### config.mk
export PLATFORM = sky130hd
export DESIGN_NAME = data_memory_responder
export DESIGN_NICKNAME = d
export VERILOG_FILES = /design/src/rtl/data_memory_responder.sv
export SDC_FILE = /design/constraint.sdc
export NUM_CORES = 2
export LEC_CHECK = 0
export ABC_AREA = 0
export BUFFER_PORTS_ARGS = -buffer_cell sky130_fd_sc_hd__buf_2
export CORE_MARGIN = 5
export CORE_UTILIZATION = 49
export CTS_BUF_LIST = sky130_fd_sc_hd__clkbuf_8 sky130_fd_sc_hd__clkbuf_16
export CTS_CLUSTER_DIAMETER = 200
export CTS_CLUSTER_SIZE = 40
export DETAILED_ROUTE_END_ITERATION = 8
export SYNTH_ARGS = -nofsm -noshare
export SYNTH_HDL_FRONTEND = slang
export SYNTH_SLANG_ARGS = --single-unit
### constraint.sdc
create_clock -name clock -period 6 [get_ports clock]
set_clock_uncertainty 0.1 [all_clocks]
set_input_delay 1.2 -clock clock [delete_from_list [all_inputs] [get_ports clock]]
set_output_delay 1.2 -clock clock [all_outputs]
set_load 0.05 [all_outputs]
### src/rtl/data_memory_responder.sv
// Data-memory responder for the single-cycle core: word RAM, output FIFO,
// status register and free-running cycle counter behind one load/store port.
module data_memory_responder #(
  parameter int RAM_WORDS  = 64,
  parameter int FIFO_DEPTH = 4
) (
  input  logic        clock,
  input  logic        reset,
  input  logic        write_memory,
  input  logic [31:0] address,
  input  logic [31:0] write_data,
  output logic [31:0] read_data,
  output logic        out_valid,
  output logic [31:0] out_data,
  input  logic        out_ready
);

  localparam int RAM_AW = $clog2(RAM_WORDS);
  localparam int PTR_W  = $clog2(FIFO_DEPTH);
  localparam int CNT_W  = PTR_W + 1;

  localparam logic [31:0]      RAM_BYTES   = 32'(RAM_WORDS * 4);
  localparam logic [29:0]      OUT_WORD    = 30'h2000_0000;
  localparam logic [29:0]      STATUS_WORD = 30'h2000_0001;
  localparam logic [29:0]      CYCLE_WORD  = 30'h2000_0002;
  localparam logic [CNT_W-1:0] DEPTH_CNT   = CNT_W'(FIFO_DEPTH);

  // Address decode (byte offset ignored)
  logic              w_sel_ram;
  logic              w_sel_out;
  logic              w_sel_status;
  logic              w_sel_cycle;
  logic [RAM_AW-1:0] w_ram_idx;
  logic              w_store;

  assign w_sel_ram    = (address < RAM_BYTES);
  assign w_sel_out    = (address[31:2] == OUT_WORD);
  assign w_sel_status = (address[31:2] == STATUS_WORD);
  assign w_sel_cycle  = (address[31:2] == CYCLE_WORD);
  assign w_ram_idx    = address[RAM_AW+1:2];
  // Stores arriving on an edge while reset is held are dropped everywhere.
  assign w_store      = write_memory && !reset;

  // Word RAM: no reset, contents undefined until written
  logic [31:0] r_ram [RAM_WORDS];

  always_ff @(posedge clock) begin
    if (w_store && w_sel_ram) begin
      r_ram[w_ram_idx] <= write_data;
    end
  end

  // Output FIFO.
  // Handshake: out_valid is high whenever the FIFO holds a word and never
  // depends on out_ready; a word leaves on a rising edge where out_valid and
  // out_ready are both high, and out_data is stable until that edge.
  logic [31:0]      r_fifo [FIFO_DEPTH];
  logic [PTR_W-1:0] r_wr_ptr;
  logic [PTR_W-1:0] r_rd_ptr;
  logic [CNT_W-1:0] r_count;
  logic             r_overflow;

  logic             w_full;
  logic             w_empty;
  logic             w_push;
  logic             w_pop;
  logic             w_push_ok;
  logic             w_overflow_set;
  logic             w_status_wr;
  logic [CNT_W-1:0] w_count_next;
  logic [31:0]      w_status;

  assign w_full         = (r_count == DEPTH_CNT);
  assign w_empty        = (r_count == '0);
  assign w_push         = w_store && w_sel_out;
  assign w_pop          = out_valid && out_ready;
  // A pop on the same edge frees the slot the push needs.
  assign w_push_ok      = w_push && (!w_full || w_pop);
  assign w_overflow_set = w_push && !w_push_ok;
  assign w_status_wr    = w_store && w_sel_status;

  always_comb begin
    w_count_next = r_count;
    case ({w_push_ok, w_pop})
      2'b10:   w_count_next = r_count + CNT_W'(1);
      2'b01:   w_count_next = r_count - CNT_W'(1);
      default: w_count_next = r_count;
    endcase
  end

  always_ff @(posedge clock) begin
    if (w_push_ok) begin
      r_fifo[r_wr_ptr] <= write_data;
    end
  end

  always_ff @(posedge clock or posedge reset) begin
    if (reset) begin
      r_wr_ptr <= '0;
      r_rd_ptr <= '0;
      r_count  <= '0;
    end else begin
      if (w_push_ok) begin
        r_wr_ptr <= r_wr_ptr + PTR_W'(1);
      end
      if (w_pop) begin
        r_rd_ptr <= r_rd_ptr + PTR_W'(1);
      end
      r_count <= w_count_next;
    end
  end

  assign out_valid = !w_empty;
  assign out_data  = out_valid ? r_fifo[r_rd_ptr] : 32'h0;

  // Sticky overflow: a rejected push outranks a clearing status write.
  always_ff @(posedge clock or posedge reset) begin
    if (reset) begin
      r_overflow <= 1'b0;
    end else if (w_overflow_set) begin
      r_overflow <= 1'b1;
    end else if (w_status_wr) begin
      r_overflow <= 1'b0;
    end
  end

  assign w_status = {r_overflow, w_full, w_empty, {(29 - CNT_W){1'b0}}, r_count};

  // Free-running cycle counter; a store replaces the increment on that edge
  logic [31:0] r_cycle;

  always_ff @(posedge clock or posedge reset) begin
    if (reset) begin
      r_cycle <= 32'h0;
    end else if (w_store && w_sel_cycle) begin
      r_cycle <= write_data;
    end else begin
      r_cycle <= r_cycle + 32'h1;
    end
  end

  // Zero-latency load path
  always_comb begin
    read_data = 32'h0;
    if (w_sel_ram) begin
      read_data = r_ram[w_ram_idx];
    end else if (w_sel_status) begin
      read_data = w_status;
    end else if (w_sel_cycle) begin
      read_data = r_cycle;
    end
  end

endmodule

==> impl_metrics.csv <==
group,metric,value,unit
run_status,status,"finished, final reports clean",
logic_synthesis,yosysTopAreaCellShare,0.7561,
placed_design,gp_congestion,0.8598,
die,row_count,154,
logic_synthesis,synth_edf_count,2176,
detailed_routing,final_antenna_net_count,0,
setup_path,max_stage_delay,0.77,ns
die,core,175700,µm²
detailed_routing,drc,0,
global_route,antenna_found_initial,18,
timing,hold_ws,0.4392,ns
timing,tightest_slew,1.364,ns
placed_design,place_inst,7446,
job,drv_cap,0,
logic_synthesis,synth_area_leaders,"edfxtp_1 (76%), mux2i_1 (4.3%), mux4_2 (2.2%), a221oi_1 (2.1%), a22oi_1 (1.5%)",
global_route,grt-ovfl-total,0,
timing,min_period_over_period,0.9731,
setup_path,r2r_setup_slack,3.08,ns
logic_synthesis,synth_area_per_cell,17.36,µm²
finish,n_fill_cell,13999,
logic_synthesis,synth_fp_nets,5053,
logic_synthesis,synth_xor_xnor_area_share,0.003547,
logic_synthesis,ys_top_cells_by_count,"edfxtp_1 (2176), mux2i_1 (374), a221oi_1 (210), nand2_1 (204), a22oi_1 (175)",
timing,hold_viol,0,
die,die_y,430.0,µm
logic_synthesis,synth_compound_area_frac,0.09203,
detailed_routing,vias,48492,
finish,stdcell_area,93900,µm²
die,initial_core_util,0.4918,
pwr,ir_drop,0.0002502,V
setup_path,cp_max_fo,28,
logic_synthesis,synth.most_common_cell,"edfxtp_1",
timing,setup_viol,0,
setup_path,worstSetupStartpointType,"input pin",
die,ios,133,
cts,clock_path_buffers,3,
cts,clock_latency,0.79,ns
setup_path,path_buf_inv,3,
cts,clk_pin_slew,0.15,ns
finish,synthToLayoutAreaGrowth,8.661,%
logic_synthesis,ys_types,74,
setup_path,worstPathArrival,4.54,ns
detailed_routing,wirelength,245300,µm
logic_synthesis,synth_cells,4979,
logic_synthesis,async_flop_share,0.01805,
detailed_routing,routed_via_density,6.427,
timing,fmax,171.3,MHz
timing,rsz0062_at_grt,"no",
detailed_routing,firstDrtPassIters,7,
timing,drv_slew,0,
timing,finalCriticalPeriod,5.839,ns
pwr,power_density,272.5,nW/µm²
logic_synthesis,synth_ff_type,"edfxtp_1",
setup_path,endpoint_kind,"output pin",
placed_design,numPortBuffers,130,
min_path,hold_class,"reg -> reg",
logic_synthesis,yosys.area_share.simple,0.04629,
setup_path,path_cells,"buf_6 -> nor2_4 -> buf_4 -> and3_1 -> nor4_1 -> o22ai_1 -> nand4b_1 -> a22o_1 -> buf_2",
logic_synthesis,synth_top_family_by_area,"compound AO/OA/AOI/OAI gates",
logic_synthesis,ys_seq_elements,2216,
setup_path,critPathSlowestCell,"o22ai_1",
setup_path,required,4.70,ns
global_route,grt_max_degree,81,
global_route,grt_pass1_wl,346600,µm
finish,stdcell_count,7545,
logic_synthesis,syn-cell-area,86420,µm²
die,die_x,430.0,µm
detailed_routing,wl_per_cell,32.51,µm
cts,cts_buffers,61,
placed_design,dp_hpwl,144300,µm
finish,layout-drive-gt1-share,0.1480,
logic_synthesis,yosysSeqAreaShare,0.7677,
logic_synthesis,yosys_warnings,0,
cts,cts_sinks,2216,
timing,worst_slack,0.1615,ns
die,dieArea,184900,µm²
setup_path,critPathKind,"in -> out",
pwr,p_leak,30.21,nW
finish,nNetsFinal,5243,
placed_design,post_dp_cell_area,92170,µm²
logic_synthesis,synth_fa_ha_area_frac,0.0009556,
cts,htreeDepth,2,
logic_synthesis,synth_mux_area_frac,0.06873,
detailed_routing,drt_iter0_drc,6156,
pwr,p_total,25.59,mW
logic_synthesis,synth_top_area_cell,"edfxtp_1",
cts,root_buffer,"clkbuf_16",
setup_path,path_delay_family,"simple AND/OR/NAND/NOR gates",
global_route,grt_pass1_vias,46445,
cts,cts_tree,"done",
timing,maxSlewHeadroom,0.08502,
global_route,grtUsageTotal,0.2583,
placed_design,dpl_worst_slack,0.1865,ns
cts,hold_buffers,0,
power by group:
group	leakage (nW)	switching [mW]	internal (mW)
Sequential	20.1	0.0474	17.0
Combinational	9.21	1.56	0.763
Clock	0.926	4.33	1.91
Total	30.2	5.94	19.7
sequential cells by signal, summed over array words and instances, names as in the netlist:
register,count
r_overflow,1
r_wr_ptr,2
r_fifo,128
r_cycle,32
r_ram,2048
r_count,3
r_rd_ptr,2
kinds of logic (layout without fill, tap and decap cells):
| group | after synthesis | in the layout |
|---|---|---|
| multiplexers | 485 | 485 |
| buffers and inverters | 375 | 593 |
| AO/OA/AOI/OAI | 1093 | 1093 |
| AND/OR/NAND/NOR | 769 | 769 |
| adder cells (fa/ha/maj) | 6 | 6 |
| flip-flops | 2216 | 2216 |
| other | 0 | 8 |
| XOR/XNOR | 35 | 35 |
worst register-to-register path: stages (launching register included):
cell and delay (ns):
dfrtp_1 0.56, nor2_1 0.44, nand2_1 0.12, buf_4 0.26
nand2_1 0.30, nor2_1 0.09, fa_1 0.44, and3b_1 0.22
o21ai_0 0.16, o311ai_1 0.12
through the flow:
| step | TNS, ns | util |
|---|---|---|
| after floorplan | -12.95 | - |
| after global placement | 0 | 0.5245 |
| after detailed placement | 0 | 0.5245 |
| after CTS | 0 | 0.5342 |
| after global routing | 0 | 0.5343 |
| final | 0 | 0.5343 |
final cells by class:
class	count	area, µm²	share of cell area
sequential	2216	66340	0.7065
multi-input combinational	2388	18860	0.2008
timing repair buffer	491	4003	0.04263
tap	2340	2928	0.03118
clock buffer	62	1551	0.01652
clock inverter	29	147.6	0.001572
inverter	11	46.29	0.0004930
antenna	8	20.02	0.0002132
cell usage in the layout (no fill, tap or decap), types with 8 or more instances in the layout:
master and instances:
xor2_1 16, a221oi_1 210, nand3_1 26, nor2b_1 56
and2_1 38, clkbuf_16 62, a311oi_1 27, mux4_2 84
mux2_2 26, buf_2 126, o21ai_0 95, nor2_4 62
diode_2 8, nor3_1 39, edfxtp_1 2176, buf_4 313
a211oi_1 28, o22ai_1 147, nor2_1 82, nand2_1 202
inv_1 35, mux2i_1 374, nand4_1 15, xnor2_1 19
o21ai_1 32, a22o_1 34, dfrtp_1 39, buf_12 49
and3_1 114, nor4_1 59, a22oi_1 175, a31oi_1 31
nand4b_1 26, a21oi_1 119, a32oi_1 55, o22a_1 105
path summary, 6_finish.rpt:
| path | startpoint | end | depth (start not counted) |
|---|---|---|---|
| max | address[2] | read_data[5] | 9 |
| min reg2reg | r_overflow | r_overflow | 2 |
| max in group asynchronous | reset | r_rd_ptr[0] | 3 |
| max reg2reg | r_count[0] | r_count[2] | 9 |
| min | r_overflow | r_overflow | 2 |
| min in group asynchronous | reset | r_cycle[26] | 3 |
metal layers:
layer | vias to the layer above | wire length (µm) | global-route usage
met5 | - | 14 | 0
met4 | 2 | 9217 | 0.08418
met3 | 298 | 19750 | 0.03493
met2 | 2197 | 115500 | 0.4137
met1 | 25408 | 100800 | 0.3707
li1 | 20587 | - | -
what timing repair did:
item                       in CTS  in global routing
setup endpoints to repair       0                  2
gates resized for setup         0                  2
buffers inserted                0                  0
Note: power is estimated with default switching activity, not from simulation.
